[src/rtl/queen_checker_pair_scanner.sv]
// Walks column pairs (i,j) in scan order, one per cycle, and flags whether
// the two queens share a row or a diagonal.
module pair_scanner #(
  parameter int N = 8,
  parameter int W = $clog2(N)
) (
  input  logic         clk,
  input  logic         rst,
  input  logic         i_clr,
  input  logic         i_adv,
  input  logic [W-1:0] i_row_a,
  input  logic [W-1:0] i_row_b,
  output logic [W-1:0] o_i,
  output logic [W-1:0] o_j,
  output logic         o_last,
  output logic         o_threat
);

  logic [W-1:0] r_i;
  logic [W-1:0] r_j;
  logic [W:0]   w_a;
  logic [W:0]   w_b;
  logic [W:0]   w_row_diff;
  logic [W:0]   w_col_dist;

  // Pair counters: j runs i+1..N-1, then i steps and j restarts at i+1.
  always_ff @(posedge clk) begin
    if (rst || i_clr) begin
      r_i <= {W{1'b0}};
      r_j <= W'(1);
    end else if (i_adv && !o_last) begin
      if (r_j == W'(N - 1)) begin
        r_i <= r_i + W'(1);
        r_j <= r_i + W'(2);
      end else begin
        r_j <= r_j + W'(1);
      end
    end else begin
      r_i <= r_i;
      r_j <= r_j;
    end
  end

  // One extra bit keeps the unsigned magnitude exact for any row pair.
  assign w_a        = {1'b0, i_row_a};
  assign w_b        = {1'b0, i_row_b};
  assign w_row_diff = (w_a >= w_b) ? (w_a - w_b) : (w_b - w_a);
  assign w_col_dist = {1'b0, r_j} - {1'b0, r_i};

  assign o_i      = r_i;
  assign o_j      = r_j;
  assign o_last   = (r_i == W'(N - 2)) && (r_j == W'(N - 1));
  assign o_threat = (i_row_a == i_row_b) || (w_row_diff == w_col_dist);

endmodule

[config.mk]
export PLATFORM = sky130hd
export DESIGN_NAME = pair_scanner
export DESIGN_NICKNAME = d
export VERILOG_FILES = /design/src/rtl/queen_checker_pair_scanner.sv
export SDC_FILE = /design/constraint.sdc
export NUM_CORES = 1
export LEC_CHECK = 0
export CORE_MARGIN = 5
export CORE_UTILIZATION = 34
export CTS_BUF_LIST = sky130_fd_sc_hd__clkbuf_4 sky130_fd_sc_hd__clkbuf_8
export DETAILED_ROUTE_END_ITERATION = 8
export MAX_ROUTING_LAYER = met4
export PLACE_DENSITY = 0.56
export SYNTH_ARGS = -nofsm -noshare
export SYNTH_HDL_FRONTEND = slang
export SYNTH_SLANG_ARGS = --single-unit
[constraint.sdc]
create_clock -name clk -period 3.12 [get_ports clk]
set_clock_uncertainty 0.1 [all_clocks]
set_input_delay 0.312 -clock clk [delete_from_list [all_inputs] [get_ports clk]]
set_output_delay 0.312 -clock clk [all_outputs]
set_load 0.03 [all_outputs]
* Word level (Yosys, flattened, before mapping)
Cells that the tools add are included.
** Storage, ports and cells
- Register bits after elaboration :: 6
- Word-level logic and storage cells :: 21
- Output and inout port bits :: 8
- Bits of input ports :: 10
** Cells by class
- Reduce and logical (&&, ||, !) cells :: 6
- Muxes and demuxes :: 2
- Add/subtract/negate cells :: 6
- Equality and inequality tests :: 4
- Magnitude comparators :: 1
** Operators by type and width (count)
- 3-bit by 3-bit subtractor with 4-bit output :: 3
- 3-bit by 1-bit adder with 3-bit output (second input constant) :: 2
- 3-bit == test (second input constant) :: 2
- 4-bit == test :: 1
- 4-bit two-way mux :: 1
- 3-bit by 2-bit adder with 3-bit output (second input constant) :: 1
- 3-bit == test :: 1
- 3-bit >= comparator :: 1
- 3-bit two-way mux :: 1
- 1-bit logical AND :: 2
- 1-bit logical OR :: 2
- 2-bit AND reduction :: 1
- 1-bit zero test :: 1

* Logic depth before layout (Yosys ltp)
- Word-level depth :: 5
- Gate-level depth with buffers :: 11

* Worst setup path after synthesis
OpenSTA, ideal clock, no wires.
- Path type :: input -> output
- From :: input port i_row_a[0]
- To :: output port o_threat
- Cell stages on the path :: 10
- Data arrival time :: 2.529 ns
- Slack :: 0.179 ns
- Cell sequence :: inv_1 -> ha_1 -> inv_1 -> fa_1 -> inv_1 -> fa_1 -> a41oi_1 -> nand3_1 -> xnor2_1 -> o41ai_2
** On the way
- Longest elaborated chain between the ends :: 4
** RTL lines
- start: declaration :: RTL line 11 : input logic [W-1:0] i_row_a,
- 3-bit by 3-bit subtractor with 4-bit output or 3-bit >= comparator (tied branches) :: RTL line 47 : assign w_row_diff = (w_a >= w_b) ? (w_a - w_b) : (w_b - w_a);
- 4-bit two-way mux :: RTL line 47
- 4-bit == test :: RTL line 53 : assign o_threat = (i_row_a == i_row_b) || (w_row_diff == w_col_dist);
- 1-bit logical OR (*) :: RTL line 53
- end: declaration :: RTL line 16 : output logic o_threat
Every way passes the cells marked *; elsewhere a longest branch is shown, timed or not.

* Worst setup path in the final report
- From :: input port i_row_b[1]
- To :: output port o_threat
** On the way
- Longest elaborated chain between the ends :: 4
** RTL lines
- start: declaration :: RTL line 12 : input logic [W-1:0] i_row_b,
- 3-bit by 3-bit subtractor with 4-bit output or 3-bit >= comparator (tied branches) :: RTL line 47
- 4-bit two-way mux :: RTL line 47
- 4-bit == test :: RTL line 53
- 1-bit logical OR (*) :: RTL line 53
Marks and branches as above.

==> summary.md <==
| Metric | Value |
|---|---|
| Outcome | `completed` |
| First-pass GRT wire length | `2790 um` |
| CP max FO | `2` |
| Num CTS Buffers | `3` |
| Via density per instance | `4.62` |
| FP Rows | `17` |
| WP data arrival | `2.59 ns` |
| Tmin final | `3.00 ns` |
| GRT overflow | `0` |
| Number of synthesized register bits | `6` |
| Syn_nets | `114` |
| Detailed placer's ending HPWL | `1220 um` |
| GP Congestion | `0.757` |
| Syn Area/Cell | `8.54 um^2` |
| Post-layout util | `48.5%` |
| Starting density of the core | `34.6%` |
| Bufs on Longest Clock Path | `2` |
| Class of the worst hold path | `reg2reg` |
| Post-DRT Antenna Nets | `0` |
| Share of cells above drive strength 1 | `20.4%` |
| Port bufs | `17` |
| Core footprint | `2150 um^2` |
| Initial antenna violation count | `0` |
| Setup-failing EPs final | `0` |
| Worst setup EP type | `primary output` |
| Hold Path Depth | `2` |
| Fmax | `334 MHz` |
| Max-Cap Viols | `0` |
| Final nets | `142` |
| CTS Hold Bufs | `0` |
| Max-slew violations | `0` |
| Worst slew pin tran | `0.522 ns` |
| Vias | `652` |
| Slew HR | `65.2%` |
| DRC | `0` |
| Pwr dens | `253 nW/um^2` |
| CTS tree | `yes` |
| Mapped Cells | `87` |
| Clk slew on worst S/H paths | `0.05 ns` |
| First-pass DRT Iterations | `2` |
| Initial drt markers | `4` |
| Die Wd | `56.8 um` |
| Synth unique cells | `31` |
| Synthesized area | `743 um^2` |
| Vias in the first global route | `648` |
| Die outline height | `56.8 um` |
| Final wirelength | `1530 um` |
| Warnings from Yosys | `0` |
| Hold_ws | `0.469 ns` |
| VDD IR-drop max | `198 uV` |
| Register area share after synthesis | `16.2%` |
| CP required | `2.71 ns` |
| Diodes inserted | `0` |
| Leakage power | `0.475 nW` |
| Root Buffer | `clkbuf_4` |
| Area grow syn2layout | `40.1%` |
| Top Ports | `18` |
| Crit path kind | `in2out` |
| RSZ-0062 raised after global routing | `false` |
| Clock Sinks | `6` |
| CTS H-tree lvls | `1` |
| CP startpoint kind | `primary input` |
| R2R depth | `7` |
| DR WL/cell | `10.8 um` |
| Largest net degree at the start of global routing | `10` |
| Final period utilization | `96.1%` |
| Final Hold Fails | `0` |
| Die area | `3220 um^2` |
| Worst skew pair latency | `0.24 ns` |
| Tot GR Track Use | `11.2%` |
worst max-delay path, stage by stage:
cell and delay [ns]:
clkdlybuf4s50_1 0.48, inv_1 0.07, fa_2 0.33, inv_2 0.07
fa_2 0.43, a41oi_2 0.15, nand3_1 0.10, xnor2_1 0.14
o41ai_2 0.28, buf_4 0.21
final cells by class:
type | count | area (um^2)
flip-flops and latches | 6 | 120
well taps | 28 | 35.0
inverters | 15 | 56.3
repair buffers | 26 | 236
fillers | 215 | 1110
clock buffers | 3 | 22.5
multi-input cells | 63 | 571
per-layer routing:
metal  vias to the layer above  global-route usage (%)  wire length (um)
met1                       295                    12.9               697
met4                         0                    2.98                14
met5                         -                       -                 0
li1                        339                       -                 -
met2                        16                    18.6               748
met3                         2                    3.68                67
synthesized netlist by cell type (all sizes together):
| cell | instances | area [um^2] |
|---|---|---|
| nand4 | 1 | 6.26 |
| nand3 | 3 | 15.0 |
| and2b | 1 | 7.51 |
| dfxtp | 6 | 120 |
| inv | 15 | 56.3 |
| ha | 13 | 163 |
| nor2b | 2 | 15.0 |
| nor3b | 1 | 7.51 |
| a41oi | 1 | 8.76 |
| o21ai | 3 | 15.0 |
| mux2i | 3 | 30.0 |
| a211oi | 1 | 7.51 |
| buf | 3 | 13.8 |
| a311oi | 1 | 8.76 |
| xnor2 | 6 | 52.6 |
| o21bai | 1 | 7.51 |
| nand3b | 1 | 7.51 |
| xor2 | 2 | 17.5 |
| o41ai | 1 | 16.3 |
| a21oi | 3 | 15.0 |
| and3 | 1 | 6.26 |
| fa | 4 | 80.1 |
| a32oi | 1 | 8.76 |
| nand2 | 3 | 11.3 |
| a21o | 1 | 7.51 |
| or2 | 1 | 6.26 |
| nor2 | 7 | 26.3 |
| nand2b | 1 | 6.26 |
logic make-up after synthesis:
| logic type | Yosys count | synth area share (%) |
|---|---|---|
| and+or+nand+nor | 22 | 15.5 |
| xor gates and xnor gates | 8 | 9.43 |
| muxes | 3 | 4.04 |
| buffers and inverters | 18 | 9.43 |
| AOI/OAI and AO/OA | 13 | 12.8 |
| adders and majority gates | 17 | 32.7 |
| DFF | 6 | 16.2 |
cells in the final DEF, fill, tap and decap left out, drive strengths merged, types with 2 or more instances in the layout:
cell type and n:
nand2 3, mux2i 3, clkdlybuf4s50 14, nor2 7, clkbuf 3, o21ai 3, ha 13, nand3 3
a21oi 3, buf 10, xnor2 6, fa 4, nor2b 2, inv 15, dfxtp 6, dlygate4sd2 2
xor2 2
metrics by stage:
step / instances / instance area (um^2) / setup WS [ns] / TNS [ns] / total power, mW
after floorplan: 87 / 743 / 0.179 / 0 / 0.148
after global placement: 135 / 977 / -0.102 / -0.102 / 0.184
after detailed placement: 135 / 977 / -0.116 / -0.116 / 0.184
after CTS: 141 / 1040 / 0.134 / 0 / 0.265
after global routing: 141 / 1040 / 0.0152 / 0 / 0.284
final: 141 / 1040 / 0.122 / 0 / 0.263
report_power, final:
part | leakage, nW | switching (mW) | internal [mW] | total, mW
Clock | 0.0138 | 0.0276 | 0.0435 | 0.0710
Combinational | 0.413 | 0.0534 | 0.0580 | 0.111
Sequential | 0.0487 | 0.00220 | 0.0784 | 0.0806
flip-flops by register name, indices dropped and copies added, names as in the netlist:
register,flops
o_j,3
o_i,3
timing repair:
| item | CTS | global route |
|---|---|---|
| resized for setup | 10 | 0 |
| setup endpoints to repair | 1 | 0 |
| buffers inserted | 3 | 0 |
path summary, 6_finish.rpt:
check             start       end  slack, ns
max          i_row_b[1]  o_threat       0.12
min              o_j[1]    o_j[1]       0.47
max reg2reg      o_j[0]    o_i[0]       1.00
min reg2reg      o_j[1]    o_j[1]       0.47
Power figures use the tool's default switching activity.
